[config.mk]
export PLATFORM = sky130hd
export DESIGN_NAME = prim_sec_anchor_shadow_ctrl
export DESIGN_NICKNAME = d
export VERILOG_FILES = /design/src/rtl/prim_sec_anchor_shadow_ctrl.sv
export SDC_FILE = /design/constraint.sdc
export NUM_CORES = 1
export LEC_CHECK = 0
export ABC_AREA = 1
export BUFFER_PORTS_ARGS = -buffer_cell sky130_fd_sc_hd__buf_2
export CAP_MARGIN = 20
export CORE_MARGIN = 2
export CORE_UTILIZATION = 55
export CTS_CLUSTER_SIZE = 10
export DETAILED_ROUTE_END_ITERATION = 6
export GPL_ROUTABILITY_DRIVEN = 0
export PLACE_DENSITY = 0.75
export SETUP_SLACK_MARGIN = 0.5
export SYNTH_ARGS = -nofsm -noshare
export SYNTH_HDL_FRONTEND = slang
export SYNTH_SLANG_ARGS = --single-unit
[constraint.sdc]
create_clock -name clk_i -period 2.42 [get_ports clk_i]
set_clock_uncertainty 0.05 [all_clocks]
set_input_delay 0.484 -clock clk_i [delete_from_list [all_inputs] [get_ports clk_i]]
set_output_delay 0.484 -clock clk_i [all_outputs]
set_load 0.05 [all_outputs]
[src/rtl/prim_sec_anchor_shadow_ctrl.sv]
`default_nettype none
// ============================================================================
// Module   : prim_sec_anchor_flop / prim_sec_anchor_shadow_ctrl
// Brief    : Two-phase (stage + confirm) write controller for a security
//            anchored configuration register. The committed value is kept
//            next to an inverted shadow copy; any divergence between the two
//            raises a sticky storage error.
// Revision : 1.0 - initial release
// ============================================================================

// ----------------------------------------------------------------------------
// Anchor flop: a plain register kept as its own instance so that synthesis
// treats each protected copy as a separate, unmergeable storage element.
// ----------------------------------------------------------------------------
module prim_sec_anchor_flop #(
   parameter int                 Width      = 32,
   parameter logic [Width-1:0]   ResetValue = '0
) (
   input  logic               clk_i,
   input  logic               rst_ni,
   input  logic [Width-1:0]   d_i,
   output logic [Width-1:0]   q_o
);

   logic [Width-1:0] r_q;

   // Capture the next value every cycle; hold behaviour is built by the caller.
   always_ff @(posedge clk_i) begin
      if (!rst_ni) begin
         r_q <= ResetValue;
      end else begin
         r_q <= d_i;
      end
   end

   assign q_o = r_q;

endmodule

// ----------------------------------------------------------------------------
// Stage / confirm controller with inverted shadow storage.
// ----------------------------------------------------------------------------
module prim_sec_anchor_shadow_ctrl #(
   parameter int                 Width         = 32,
   parameter logic [Width-1:0]   ResetValue    = '0,
   parameter int                 TimeoutCycles = 16
) (
   input  logic               clk_i,
   input  logic               rst_ni,
   input  logic               wr_en_i,
   input  logic [Width-1:0]   wr_data_i,
   input  logic               rd_en_i,
   output logic [Width-1:0]   q_o,
   output logic               staged_o,
   output logic               commit_o,
   output logic               update_err_o,
   output logic               timeout_o,
   output logic               storage_err_o
);

   // A zero timeout still needs a legal one-bit counter.
   localparam int CntW = (TimeoutCycles > 0) ? $clog2(TimeoutCycles + 1) : 1;
   localparam bit c_timeout_en = (TimeoutCycles != 0);
   localparam logic [CntW-1:0] c_cnt_last =
      CntW'((TimeoutCycles > 0) ? (TimeoutCycles - 1) : 0);

   typedef enum logic [0:0] {
      ST_IDLE   = 1'b0,
      ST_STAGED = 1'b1
   } state_e;

   state_e            r_state;
   logic [CntW-1:0]   r_cnt;
   logic              r_staged_o;
   logic              r_commit_o;
   logic              r_update_err_o;
   logic              r_timeout_o;
   logic              r_storage_err_o;

   logic [Width-1:0]  w_committed_q;
   logic [Width-1:0]  w_shadow_q;
   logic [Width-1:0]  w_staged_q;
   logic [Width-1:0]  w_committed_d;
   logic [Width-1:0]  w_shadow_d;
   logic [Width-1:0]  w_staged_d;
   logic              w_load_stage;
   logic              w_confirm_match;
   logic              w_commit;
   logic              w_storage_mismatch;

   // A write in IDLE opens a stage; a matching write in STAGED commits.
   assign w_load_stage       = (r_state == ST_IDLE) && wr_en_i;
   assign w_confirm_match    = (wr_data_i == w_staged_q);
   assign w_commit           = (r_state == ST_STAGED) && wr_en_i && w_confirm_match;

   // Both protected copies are written in the same cycle so that a legal
   // commit never opens a window where they disagree.
   assign w_committed_d      = w_commit     ? wr_data_i  : w_committed_q;
   assign w_shadow_d         = w_commit     ? ~wr_data_i : w_shadow_q;
   assign w_staged_d         = w_load_stage ? wr_data_i  : w_staged_q;

   assign w_storage_mismatch = (w_committed_q != ~w_shadow_q);

   prim_sec_anchor_flop #(
      .Width      (Width),
      .ResetValue (ResetValue)
   ) u_committed_flop (
      .clk_i  (clk_i),
      .rst_ni (rst_ni),
      .d_i    (w_committed_d),
      .q_o    (w_committed_q)
   );

   prim_sec_anchor_flop #(
      .Width      (Width),
      .ResetValue (~ResetValue)
   ) u_shadow_flop (
      .clk_i  (clk_i),
      .rst_ni (rst_ni),
      .d_i    (w_shadow_d),
      .q_o    (w_shadow_q)
   );

   prim_sec_anchor_flop #(
      .Width      (Width),
      .ResetValue ('0)
   ) u_staged_flop (
      .clk_i  (clk_i),
      .rst_ni (rst_ni),
      .d_i    (w_staged_d),
      .q_o    (w_staged_q)
   );

   // Stage/confirm state machine with registered status and event pulses.
   always_ff @(posedge clk_i) begin
      if (!rst_ni) begin
         r_state        <= ST_IDLE;
         r_cnt          <= '0;
         r_staged_o     <= 1'b0;
         r_commit_o     <= 1'b0;
         r_update_err_o <= 1'b0;
         r_timeout_o    <= 1'b0;
      end else begin
         r_commit_o     <= 1'b0;
         r_update_err_o <= 1'b0;
         r_timeout_o    <= 1'b0;
         case (r_state)
            ST_IDLE: begin
               if (wr_en_i) begin
                  r_state    <= ST_STAGED;
                  r_staged_o <= 1'b1;
                  r_cnt      <= '0;
               end
            end
            ST_STAGED: begin
               if (wr_en_i) begin
                  // Write always wins over a concurrent read or an expiring timer.
                  r_state    <= ST_IDLE;
                  r_staged_o <= 1'b0;
                  if (w_confirm_match) begin
                     r_commit_o <= 1'b1;
                  end else begin
                     r_update_err_o <= 1'b1;
                  end
               end else if (rd_en_i) begin
                  r_state    <= ST_IDLE;
                  r_staged_o <= 1'b0;
               end else if (c_timeout_en && (r_cnt == c_cnt_last)) begin
                  r_state     <= ST_IDLE;
                  r_staged_o  <= 1'b0;
                  r_timeout_o <= 1'b1;
               end else begin
                  r_cnt <= r_cnt + CntW'(1);
               end
            end
            default: begin
               r_state    <= ST_IDLE;
               r_staged_o <= 1'b0;
            end
         endcase
      end
   end

   // Sticky fatal flag: once the two copies disagree it stays set until reset.
   always_ff @(posedge clk_i) begin
      if (!rst_ni) begin
         r_storage_err_o <= 1'b0;
      end else if (w_storage_mismatch) begin
         r_storage_err_o <= 1'b1;
      end
   end

   assign q_o           = w_committed_q;
   assign staged_o      = r_staged_o;
   assign commit_o      = r_commit_o;
   assign update_err_o  = r_update_err_o;
   assign timeout_o     = r_timeout_o;
   assign storage_err_o = r_storage_err_o;

endmodule
`default_nettype wire

# ---- Word level (Yosys, flattened, before mapping)
# Index checks and enable logic that the tools add are counted.
dict set report classes {
  n_addsub 1
  mux 18
  bitwise_logic 4
  n_eq_ne 8
  n_reduce_logical 7
}
# op count
set op_table {}
lappend op_table {{inverter 32 bit} 2}
lappend op_table {{equality test 32 bit} 1}
lappend op_table {{inequality test 32 bit} 1}
lappend op_table {{2-to-1 mux 5 bit} 4}
lappend op_table {{2-to-1 mux 1 bit} 11}
lappend op_table {{case mux 5 bit (2 select lines)} 1}
lappend op_table {{inequality test 2 bit, second input constant} 4}
lappend op_table {{adder 5 x 1 -> 5 bit, second input constant} 1}
lappend op_table {{equality test 5 x 4 -> 1 bit, second input constant} 1}
lappend op_table {{inequality test 4 x 3 -> 1 bit, second input constant} 1}
lappend op_table {{case mux 1 bit (2 select lines)} 2}
lappend op_table {{AND reduction 4 bit} 1}
lappend op_table {{OR reduction 4 bit} 1}
lappend op_table {{logical AND 1 bit} 3}
lappend op_table {{AND reduction 3 bit} 1}
lappend op_table {{inverter 1 bit} 2}
lappend op_table {{AND reduction 2 bit} 1}
dict set report totals {
  ff_bits 107
  output_inout_bits 37
  in_bits 36
}

# ---- Longest topological paths before layout
dict set report depth {
  word_depth 5
  depth_mapped 12
  depth_no_buf 11
}

# ---- Modules after synthesis
# Synthesis repeated with hierarchy kept, for this count alone.
dict set report unflattened {
  cells_unflattened 855
  area_unflattened_um2 5704.2
}
# mod seq_area_each_um2 cells_each area_each_um2 n_inst
set by_module_without_submodules {}
lappend by_module_without_submodules {prim_sec_anchor_shadow_ctrl 220.2 558 2960.3 1}
lappend by_module_without_submodules {prim_sec_anchor_flop 640.6 99 914.6 3}

# ---- Least setup slack after synthesis
# No wires, ideal clock.
dict set report synth_timing {
  path_type {input -> register}
  startpoint {in wr_data_i[19]}
  endpoint {reg u_shadow_flop.r_q[10] (netlist: u_shadow_flop.q_o[10])}
  arrival_time_ps 1519
  setup_ps 134
  slack_ps 717
  required_time_ps 2236
  cell_stages 12
  path_cell_list {inv_2 > nand2_1 > nand2_1 > nand2_1 > nor2_1 > nand2_1 > nor2_4 > nand3_2 > buf_4 > buf_6 > nand2_1 > nand3_1}
}
dict set report synth_between {
  elab_chain_cells 2
}
# item line
set synth_rtl {}
lappend synth_rtl {{start: declaration} 51} ;# input logic [Width-1:0] wr_data_i,
lappend synth_rtl {{equality test 32 bit} 93} ;# assign w_confirm_match = (wr_data_i == w_staged_q);
lappend synth_rtl {{logical AND 1 bit} 94} ;# assign w_commit = (r_state == ST_STAGED) && wr_en_i && w_confirm_match;
lappend synth_rtl {{end signal: assignment} 30} ;# r_q <= ResetValue;
lappend synth_rtl {{end signal: assignment} 32} ;# r_q <= d_i;
lappend synth_rtl {{end: declaration} 25} ;# logic [Width-1:0] r_q;
# No other way between the ends.
# A chain may end at the register's enable or synchronous reset.

# ---- Worst setup path after layout
dict set report layout_timing {
  startpoint {reg r_state}
  endpoint {reg r_cnt[3]}
}
dict set report layout_between {
  elab_chain_cells 3
  elab_cells_between_ends 7
  cone_classes {4 x eq/ne; 1 x mux; 1 x bitwise; 1 x reduce/logical}
}
# item line
set layout_rtl {}
lappend layout_rtl {{start: declaration} 72} ;# state_e r_state;
lappend layout_rtl {{start signal: assignment} 137} ;# r_state <= ST_IDLE;
lappend layout_rtl {{start signal: assignment} 150} ;# r_state <= ST_STAGED;
lappend layout_rtl {{start signal: assignment} 158} ;# r_state <= ST_IDLE;
lappend layout_rtl {{inverter 1 bit} n/a}
lappend layout_rtl {{inequality test 2 bit (no line)} n/a}
lappend layout_rtl {{AND reduction 4 bit (no line)} n/a}
lappend layout_rtl {{end signal: assignment} 173} ;# r_cnt <= r_cnt + CntW'(1);
lappend layout_rtl {{end: declaration} 73} ;# logic [CntW-1:0] r_cnt;
# Several ways; a longest one is shown, not always the timed one.

==> impl_metrics.ini <==
[clock_tree]
clkSinkCount = 107
cts_tree = built
root_buffer = clkbuf_8
cts_made_buffers = 9
cts_max_level = 3
clockBufferDepth = 2
cts_setup_buffers = 0
clk_latency_ns = 0.37
path_clk_slew_ns = 0.11
cts_resized = 1
postCtsHoldBufs = 0

[placement]
dp_slack_ns = 0.3607
port-buffer-count = 72
dpl.hpwl_mm = 8.255

[setup_path]
critPathMaxStageDelay_ns = 0.42
critical_path.slowest_cell = dfxtp_1
worst_path_most_repeated_cell = nor2_1
path_class = flip-flop to flip-flop
r2r_slack_ns = 0.63
cp.required_ns = 2.64
cp_max_fo = 5
rr_worst_depth = 8
cp.arrival_ns = 2.01
regToRegEndpoint = r_cnt[3]
crit_chain = inv_1, ha_1, nand2_1, nor2_4, a21oi_4, nor2_1, xor2_1, nor2_1
setup.worst_path.end_class = flip-flop
startpoint_type = flip-flop
reg2reg_from = r_state
cp_num_buf_inv = 1
crit_family = simple AND/OR/NAND/NOR gates

[pwr]
p_leak_nw = 2.419
powerDensity_nw_per_um2 = 586.3
irDropWorstVdd_v = 0.0003604
finalPower_mw = 3.195

[routing]
via_count = 4416
routed_via_density = 5.418
wl_mm = 11.82
dr.pass1.iters = 4
final_antenna_net_count = 0
wire_per_inst_um = 14.50
drc = 0
drtIter0Drc = 257

[timing]
rsz0062_at_grt = yes
maxSlewHeadroom = 0.6770
whs_ns = 0.3318
worstMarginPinSlew_ns = 0.4801
worst_slack_ns = 0.6306
finalCritPeriodShare = 0.7394
fmax_mhz = 558.9
layout_min_cycle_time_ns = 1.789
setup_tns_ns = 0
hold_violations = 0
finalMaxSlewViolations = 0
finalSetupViolations = 0

[synthesis]
synth.distinct_cells = 28
synth_top_family_by_area = simple AND/OR/NAND/NOR gates
synth_area_leaders = dfxtp_1, nand2_1, a21oi_1
synth_seq_cells = 107
synth_ff_type = dfxtp_1
synth_top_area_share = 0.4473
synthMuxAreaShare = 0
synthXorXnorAreaFrac = 0.06585
synth-compound-area-share = 0.1369
synthSimpleGateAreaFrac = 0.2522
synthAdderAreaFrac = 0.01307
synth_area_um2 = 4788
yosys_warnings = 0
syn_inst = 640
synth_edf_count = 0
syn_avg_cell_area_um2 = 7.482
synth_top_area_cell = dfxtp_1
synth_nets = 681
async_flop_share = 0
yosysSeqAreaShare = 0.4473

[floorplanning]
core-area_um2 = 8593
die_width_um = 97.31
ios = 73
floorplan.initialDensity = 0.5572
die_h_um = 97.31
row_count = 34
dieArea_um2 = 9468

[grt]
grt.met2_usage = 0.4252
grt_pass1_wl_mm = 19.82
grt.busiest_layer = met2
grt_max_degree = 67
first_global_vias = 4169
grt-ovfl-total = 0
met1_usage = 0.3428
antenna_found_initial = 0
use_met3 = 0.04317
track_usage = 0.2542

[hold_path]
hold_path_class = input port to flip-flop
min_to = u_staged_flop.q_o[28]
whs_path_depth = 3
hp-start = wr_data_i[28]

[layout]
multi_input_area_um2 = 2267
fin_nets = 743
ff_latch_area_um2 = 2142
finish.utilization = 0.6341
fill_cells = 814
syn_to_final_growth_pct = 13.80
drive_gt1_frac = 0.1697
n_antenna_cell = 0

[run]
cap_violations = 0

[status]
status = complete, no violations
## registers in the layout (all words and copies together), names as in the netlist
name                  count
u_committed_flop.q_o     32
u_shadow_flop.q_o        32
u_staged_flop.q_o        32
r_cnt                     5
commit_o                  1
r_state                   1
staged_o                  1
storage_err_o             1
timeout_o                 1
update_err_o              1
## worst max path at each step
stage | startpoint | slack, ns | cells after the start | end
after global routing | u_staged_flop.q_o[31] | 0.49 | 9 | u_shadow_flop.q_o[3]
after floorplan | wr_data_i[19] | 0.72 | 12 | u_shadow_flop.q_o[10]
after detailed placement | wr_data_i[31] | 0.36 | 10 | u_shadow_flop.q_o[29]
after global placement | wr_data_i[31] | 0.39 | 10 | u_shadow_flop.q_o[21]
after CTS | r_cnt[0] | 0.54 | 11 | r_cnt[3]
final | r_state | 0.63 | 8 | r_cnt[3]
## through the flow
stage	area (um^2)	cells
2_1_floorplan	4788	640
3_3_place_gp	5245	799
3_5_place_dp	5245	799
4_1_cts	5426	815
5_1_grt	5449	815
6_report	5449	815
## metal layers
metal / vias up / wire length [um]
met5: - / 0
met1: 2067 / 5370
met3: 11 / 580
met4: 0 / 153
met2: 114 / 5715
li1: 2224 / -
## synthesized netlist by cell type (2+ instances only)
cell / instances
nor2_1: 23
nor2_4: 2
a21oi_1: 72
nand2_1: 169
nor3_1: 8
buf_6: 6
buf_2: 9
o21a_1: 7
clkbuf_1: 21
o21ai_0: 39
nand3_1: 35
o211ai_1: 2
inv_1: 44
nand4_1: 34
nor4_1: 3
xnor2_1: 33
inv_2: 10
ha_1: 5
dfxtp_1: 107
xor2_1: 3
## report_power, final
part,internal [mW],total [mW],switching [mW]
logic,0.121,0.324,0.203
clock network,0.386,1.03,0.641
registers,1.81,1.84,0.0329
total,2.32,3.19,0.877
## cell families (layout without fill, tap and decap cells)
group,after synthesis,in the layout
AND/OR/NAND/NOR,276,276
AO/OA/AOI/OAI,124,124
flip-flops,107,107
buffers and inverters,92,159
XOR/XNOR,36,36
adder cells (fa/ha/maj),5,5
## area by class of cell
type	instances	area share
clock inverter	6	0.009185
multi-input combinational	441	0.4161
inverter	55	0.03835
clock buffer	10	0.02342
sequential	107	0.3931
tap	108	0.02480
timing repair buffer	88	0.09506
## cell usage in the layout (no fill, tap or decap), types with 2 or more instances in the layout
| master | synthesis | layout |
|---|---|---|
| buf_4 | 1 | 13 |
| nor3_1 | 8 | 7 |
| o21ai_0 | 39 | 39 |
| o211ai_1 | 2 | 2 |
| xnor2_1 | 33 | 33 |
| inv_2 | 10 | 9 |
| nor2_4 | 2 | 3 |
| nand3_1 | 35 | 35 |
| ha_1 | 5 | 4 |
| nand2_1 | 169 | 169 |
| buf_2 | 9 | 72 |
| xor2_1 | 3 | 3 |
| nor2_1 | 23 | 22 |
| a21oi_1 | 72 | 71 |
| clkinvlp_4 | 0 | 4 |
| dfxtp_1 | 107 | 107 |
| o21a_1 | 7 | 7 |
| nor4_1 | 3 | 3 |
| buf_12 | 0 | 3 |
| clkbuf_8 | 0 | 9 |
| nand4_1 | 34 | 34 |
| inv_1 | 44 | 44 |
## worst reg2reg max path, stage by stage (launching register included)
cell	delay [ns]
dfxtp_1	0.42
inv_1	0.15
ha_1	0.39
nand2_1	0.13
nor2_4	0.16
a21oi_4	0.06
nor2_1	0.13
xor2_1	0.16
nor2_1	0.05
Power figures use the tool's default switching activity.
